<file path="config.mk">
export PLATFORM = sky130hd
export DESIGN_NAME = rs_queue_flat
export DESIGN_NICKNAME = d
export VERILOG_FILES = /design/src/rtl/ooop_types.sv /design/src/rtl/rs_queue_if.sv /design/src/rtl/rs_queue.sv /design/src/flat_wrapper.sv
export SDC_FILE = /design/constraint.sdc
export NUM_CORES = 2
export LEC_CHECK = 0
export CORE_MARGIN = 3
export CORE_UTILIZATION = 55
export CTS_CLUSTER_DIAMETER = 100
export CTS_CLUSTER_SIZE = 10
export DETAILED_ROUTE_END_ITERATION = 8
export DONT_BUFFER_PORTS = 1
export PLACE_DENSITY = 0.77
export SKIP_LAST_GASP = 1
export SLEW_MARGIN = 40
export SYNTH_ARGS = -nofsm -noshare
export SYNTH_HDL_FRONTEND = slang
export SYNTH_SLANG_ARGS = --single-unit
export TNS_END_PERCENT = 5
</file>
<file path="constraint.sdc">
create_clock -name clk -period 21.3 [get_ports clk]
set_input_delay 2.13 -clock clk [delete_from_list [all_inputs] [get_ports clk]]
set_output_delay 2.13 -clock clk [all_outputs]
set_load 0.01 [all_outputs]
</file>
<file path="src/rtl/ooop_types.sv">
// ooop_types: shared types for the out-of-order pipeline.
package ooop_types;
   localparam int PREG_W = 7;
   typedef struct packed {
      logic              valid;
      logic [5:0]        rob_tag;
      logic [3:0]        op;
      logic [PREG_W-1:0] prd;
      logic [PREG_W-1:0] prs1;
      logic              prs1_ready;
      logic              rs1_used;
      logic [PREG_W-1:0] prs2;
      logic              prs2_ready;
      logic              rs2_used;
      logic [31:0]       imm;
   } rs_entry_t;
endpackage

</file>
<file path="src/rtl/rs_queue_if.sv">
// rs_queue_if: dispatch insert, wakeup broadcast and FU issue signals of a reservation station.
interface rs_queue_if #(parameter int DEPTH = 8, parameter int PREG_W = 7);
   import ooop_types::*;
   logic                       flush;
   logic                       ins_valid;
   logic                       ins_ready;
   rs_entry_t                  ins_entry;
   logic                       wb_valid;
   logic [PREG_W-1:0]          wb_prd;
   logic                       iss_valid;
   logic                       iss_ready;
   rs_entry_t                  iss_entry;
   logic [$clog2(DEPTH+1)-1:0] count;
   modport master (output flush, ins_valid, ins_entry, wb_valid, wb_prd, iss_ready,
                   input  ins_ready, iss_valid, iss_entry, count);
   modport slave  (input  flush, ins_valid, ins_entry, wb_valid, wb_prd, iss_ready,
                   output ins_ready, iss_valid, iss_entry, count);
endinterface

</file>
<file path="src/rtl/rs_queue.sv">
// rs_queue: reservation station with tag wakeup and oldest-ready-first issue to one FU.
module rs_queue #(
   parameter int DEPTH  = 8,
   parameter int PREG_W = 7
) (
   input logic      clk,
   input logic      rst,
   rs_queue_if.slave q
);
   import ooop_types::*;
   localparam int IW = $clog2(DEPTH);
   localparam int SW = IW + 1;
   localparam int CW = $clog2(DEPTH + 1);
   logic [DEPTH-1:0]  occ;
   logic [DEPTH-1:0]  rdy;
   rs_entry_t         ent [DEPTH];
   logic [SW-1:0]     age [DEPTH];
   logic [SW-1:0]     seq;
   logic [SW-1:0]     d;
   logic [CW-1:0]     count;
   logic [IW-1:0]     sel;
   logic [IW-1:0]     fre;
   logic [PREG_W-1:0] wb_prd;
   logic              any_rdy;
   logic              ins_fire;
   logic              iss_fire;
   rs_entry_t         ins_e;
   assign wb_prd      = q.wb_prd;
   assign q.ins_ready = count != CW'(DEPTH);
   assign q.iss_valid = any_rdy;
   assign q.iss_entry = any_rdy ? ent[sel] : '0;
   assign q.count     = count;
   assign ins_fire    = q.ins_valid && q.ins_ready && !q.flush;
   assign iss_fire    = any_rdy && q.iss_ready && !q.flush;
   // Age difference is wrap-safe: at most DEPTH live ages within a 2*DEPTH ring.
   always_comb begin
      rdy     = '0;
      sel     = '0;
      any_rdy = 1'b0;
      d       = '0;
      for (int i = 0; i < DEPTH; i++) begin
         rdy[i] = occ[i] && (!ent[i].rs1_used || ent[i].prs1_ready) && (!ent[i].rs2_used || ent[i].prs2_ready);
         d = age[i] - age[sel];
         if (rdy[i] && (!any_rdy || d[SW-1])) begin
            sel     = IW'(i);
            any_rdy = 1'b1;
         end
      end
   end
   always_comb begin
      fre = '0;
      for (int i = DEPTH - 1; i >= 0; i--) fre = occ[i] ? fre : IW'(i);
   end
   always_comb begin
      ins_e            = q.ins_entry;
      ins_e.valid      = 1'b1;
      ins_e.prs1_ready = q.ins_entry.prs1_ready || (q.wb_valid && q.ins_entry.prs1 == wb_prd);
      ins_e.prs2_ready = q.ins_entry.prs2_ready || (q.wb_valid && q.ins_entry.prs2 == wb_prd);
   end
   always_ff @(posedge clk or posedge rst) begin
      if (rst) begin
         occ   <= '0;
         seq   <= '0;
         count <= '0;
         ent   <= '{default: '0};
         age   <= '{default: '0};
      end else if (q.flush) begin
         occ   <= '0;
         seq   <= '0;
         count <= '0;
      end else begin
         for (int i = 0; i < DEPTH; i++) begin
            if (q.wb_valid && occ[i] && ent[i].rs1_used && ent[i].prs1 == wb_prd) ent[i].prs1_ready <= 1'b1;
            if (q.wb_valid && occ[i] && ent[i].rs2_used && ent[i].prs2 == wb_prd) ent[i].prs2_ready <= 1'b1;
         end
         if (iss_fire) occ[sel] <= 1'b0;
         if (ins_fire) begin
            occ[fre] <= 1'b1;
            ent[fre] <= ins_e;
            age[fre] <= seq;
            seq      <= seq + 1'b1;
         end
         count <= count + CW'(ins_fire) - CW'(iss_fire);
      end
   end
endmodule

</file>
<file path="src/flat_wrapper.sv">
// flat-port wrapper written by rule: the top's interface ports become plain ports
module rs_queue_flat import ooop_types::*;
#(
   parameter int DEPTH  = 8,
   parameter int PREG_W = 7
)
  (clk, rst, q_flush, q_ins_valid, q_ins_entry, q_wb_valid, q_wb_prd, q_iss_ready, q_ins_ready, q_iss_valid, q_iss_entry, q_count);
  rs_queue_if #(.DEPTH(DEPTH), .PREG_W(PREG_W)) q_i ();
  input logic clk;
  input logic rst;
  input wire logic [$bits(q_i.flush)-1:0] q_flush;
  input wire logic [$bits(q_i.ins_valid)-1:0] q_ins_valid;
  input wire logic [$bits(q_i.ins_entry)-1:0] q_ins_entry;
  input wire logic [$bits(q_i.wb_valid)-1:0] q_wb_valid;
  input wire logic [$bits(q_i.wb_prd)-1:0] q_wb_prd;
  input wire logic [$bits(q_i.iss_ready)-1:0] q_iss_ready;
  output wire logic [$bits(q_i.ins_ready)-1:0] q_ins_ready;
  output wire logic [$bits(q_i.iss_valid)-1:0] q_iss_valid;
  output wire logic [$bits(q_i.iss_entry)-1:0] q_iss_entry;
  output wire logic [$bits(q_i.count)-1:0] q_count;
  assign q_i.flush = q_flush;
  assign q_i.ins_valid = q_ins_valid;
  assign q_i.ins_entry = q_ins_entry;
  assign q_i.wb_valid = q_wb_valid;
  assign q_i.wb_prd = q_wb_prd;
  assign q_i.iss_ready = q_iss_ready;
  assign q_ins_ready = q_i.ins_ready;
  assign q_iss_valid = q_i.iss_valid;
  assign q_iss_entry = q_i.iss_entry;
  assign q_count = q_i.count;
  rs_queue #(.DEPTH(DEPTH), .PREG_W(PREG_W)) u_core (.clk(clk), .rst(rst), .q(q_i));
endmodule
</file>
==> results_dict.tcl <==
set metrics [dict create \
    die_area_um2 59200 \
    wire_per_inst_um 21.3 \
    muxShareOfSynthArea_pct 8.12 \
    fin_util_pct 60.5 \
    place_ws_ns 2.64 \
    ys_seq_elements 592 \
    ys.flop_type "dfrtp_1" \
    root_buffer "clkbuf_16" \
    power_mw 3.23 \
    yosys-top-cells-count "1473 x nand2_1, 592 x dfrtp_1, 275 x nand3_1" \
    finalSetupViolations 0 \
    ys_seq_area_share_pct 47.8 \
    die_h_um 243 \
    cts_resized 0 \
    synth_xor_xnor_area_share_pct 3.91 \
    worst_ir_drop_vdd_v 0.0000628 \
    tightest_slew_ns 0.859 \
    critical_path_class "register to output pin" \
    crit_path_start_kind "register" \
    hpwl_um 53500 \
    die_width_um 243 \
    placedCellCount 4191 \
    synthAdderAreaFrac_pct 0.872 \
    synthCells 3651 \
    synth_area_leaders "dfrtp_1 48%, nand2_1 18%, mux2_2 7.5%" \
    routed_wl_um 90900 \
    drc 0 \
    start_util_pct 55.9 \
    grt_max_degree 103 \
    critPathMaxFanout 41 \
    ys_warn_count 0 \
    fin_nets 3617 \
    row_count 86 \
    antenna_left 0 \
    htreeDepth 3 \
    dr.pass1.iters 6 \
    drt_iter0_markers 3074 \
    area_growth_pct 8.25 \
    fin_skew_ns 0.0268 \
    status "finished, final reports clean" \
    synth.most_common_cell "nand2_1" \
    antenna_found_initial 1 \
    slew_viol_final 0 \
    stdcell_area_um2 33500 \
    synth-simple-area-share_pct 27.6 \
    numCtsBuffers 69 \
    clock.fmax_mhz 50.2 \
    syn_nets 3753 \
    grt_pass1_wl_um 144000 \
    grt_pass1_vias 25500 \
    vias_per_cell 6.12 \
    end_kind "output pin" \
    post_dp_cell_area_um2 31700 \
    crit_slowest_cell "a2111oi_0" \
    clkTransAtPathRegs_ns 0.06 \
    setup_slack_ns 1.39 \
    hold_viol_final 0 \
    ys_async_sr_fraction_pct 100 \
    final.min_clock_period_ns 19.91 \
    synth_area_leader_cell "dfrtp_1" \
    setup-tns-final_ns 0 \
    min_path_type "register to register" \
    core-area_um2 55400 \
    timing.slew.headroom_pct 42.7 \
    period_share_pct 93.5 \
    drive_gt1_share_pct 12.9 \
    power_density_nw_per_um2 96.2 \
    fillCellCount 4617 \
    synth_top_family_by_area "simple AND/OR/NAND/NOR gates" \
    ys_types 84 \
    diodes 0 \
    cts_setup_buffers 0 \
    crit_top_cell "ha_1" \
    synth_area_per_cell_um2 8.49 \
    cts_hold_buffers 0 \
    port-buffer-count 0 \
    p_leak_nw 16.4 \
    syn_area_um2 31000 \
    clock_latency_ns 0.62 \
    rsz0062_at_grt "no" \
    whs_ns 0.464 \
    overflow 0 \
    ctsLongestPathBuffers 3 \
    cp.arrival_ns 17.78 \
    required_ns 19.17 \
    synth_compound_area_share_pct 8.11 \
    synth_edf_count 0 \
    cap_violations 0 \
    ios 155 \
    slowest_delay_ns 0.72 \
    cts.sinks 592 \
    cts_tree "done" \
    yosysTopAreaCellShare_pct 47.8 \
    grt.total_usage_pct 30.6 \
    fin_cells 4268 \
    place.gp.congestion 0.923 \
    vias 26100 \
]
-- cells in the final DEF, fill, tap and decap left out, drive strengths merged, types with 20 or more instances in the layout --
cell    synthesis  layout
a32oi          74      74
a31oi          21      21
mux2          209     209
o21ai          37      37
buf            41      46
inv            26      29
nor4           33      33
nand3         276     276
dfrtp         592     592
a21oi          88      88
ha             20      20
nor2          206     206
xor2          108     108
clkbuf        212      71
xnor2          26      26
nand2b         24      24
nand2        1473    1473
-- final cells by class --
| class | count | area, um2 | share of cell area [%] |
|---|---|---|---|
| inverters | 26 | 105 | 0.313 |
| repair buffers | 46 | 567 | 1.69 |
| well taps | 748 | 936 | 2.79 |
| clock inverters | 5 | 58.8 | 0.175 |
| clock buffers | 71 | 1780 | 5.30 |
| flip-flops and latches | 592 | 14800 | 44.2 |
| multi-input cells | 2780 | 15300 | 45.6 |
-- routing by layer --
metal / global-route usage (%) / routed length [um]
met3: 6.56 / 8680
met4: 14.9 / 4180
met2: 47.0 / 40800
met1: 41.6 / 37200
met5: 0 / 0
-- critical path, delay by kind of cell, from the launching register on --
family | cells | cell delay (ns)
fa+ha+maj | 7 | 1.78
compound gates | 32 | 8.17
simple gates | 16 | 4.01
mux | 3 | 1.00
buf+inv | 3 | 0.97
xor+xnor | 3 | 0.77
flops | 1 | 0.43
-- registers in the layout, summed over array words and instances, names as in the netlist --
| name | flops |
|---|---|
| u_core.ent | 544 |
| u_core.age | 32 |
| u_core.occ | 8 |
| u_core.q.count | 4 |
| u_core.seq | 4 |
-- logic make-up (layout without fill, tap and decap cells) --
group                    after synthesis  count (layout)
AO/OA/AOI/OAI                        315             315
buffers and inverters                279             148
AND/OR/NAND/NOR                     2084            2084
adder cells (fa/ha/maj)               21              21
multiplexers                         225             225
flip-flops                           592             592
XOR/XNOR                             135             135
-- power by group --
| group | switching (mW) | internal [mW] |
|---|---|---|
| Clock | 0.454 | 0.589 |
| Combinational | 0.466 | 0.321 |
| Sequential | 0.110 | 1.29 |
| Total | 1.03 | 2.20 |
-- path summary, 6_finish.rpt --
check                      slack [ns]            start         endpoint  depth (start not counted)
max reg2reg                      4.29   u_core.age[26]    u_core.occ[5]                         63
min reg2reg                      0.46  u_core.ent[407]  u_core.ent[407]                          1
max                              1.39   u_core.age[26]  q_iss_entry[15]                         64
min                              0.46  u_core.ent[407]  u_core.ent[407]                          1
max in group asynchronous       17.30              rst   u_core.ent[16]                          4
min in group asynchronous        1.48              rst  u_core.ent[103]                          1
Power figures use the tool's default switching activity.
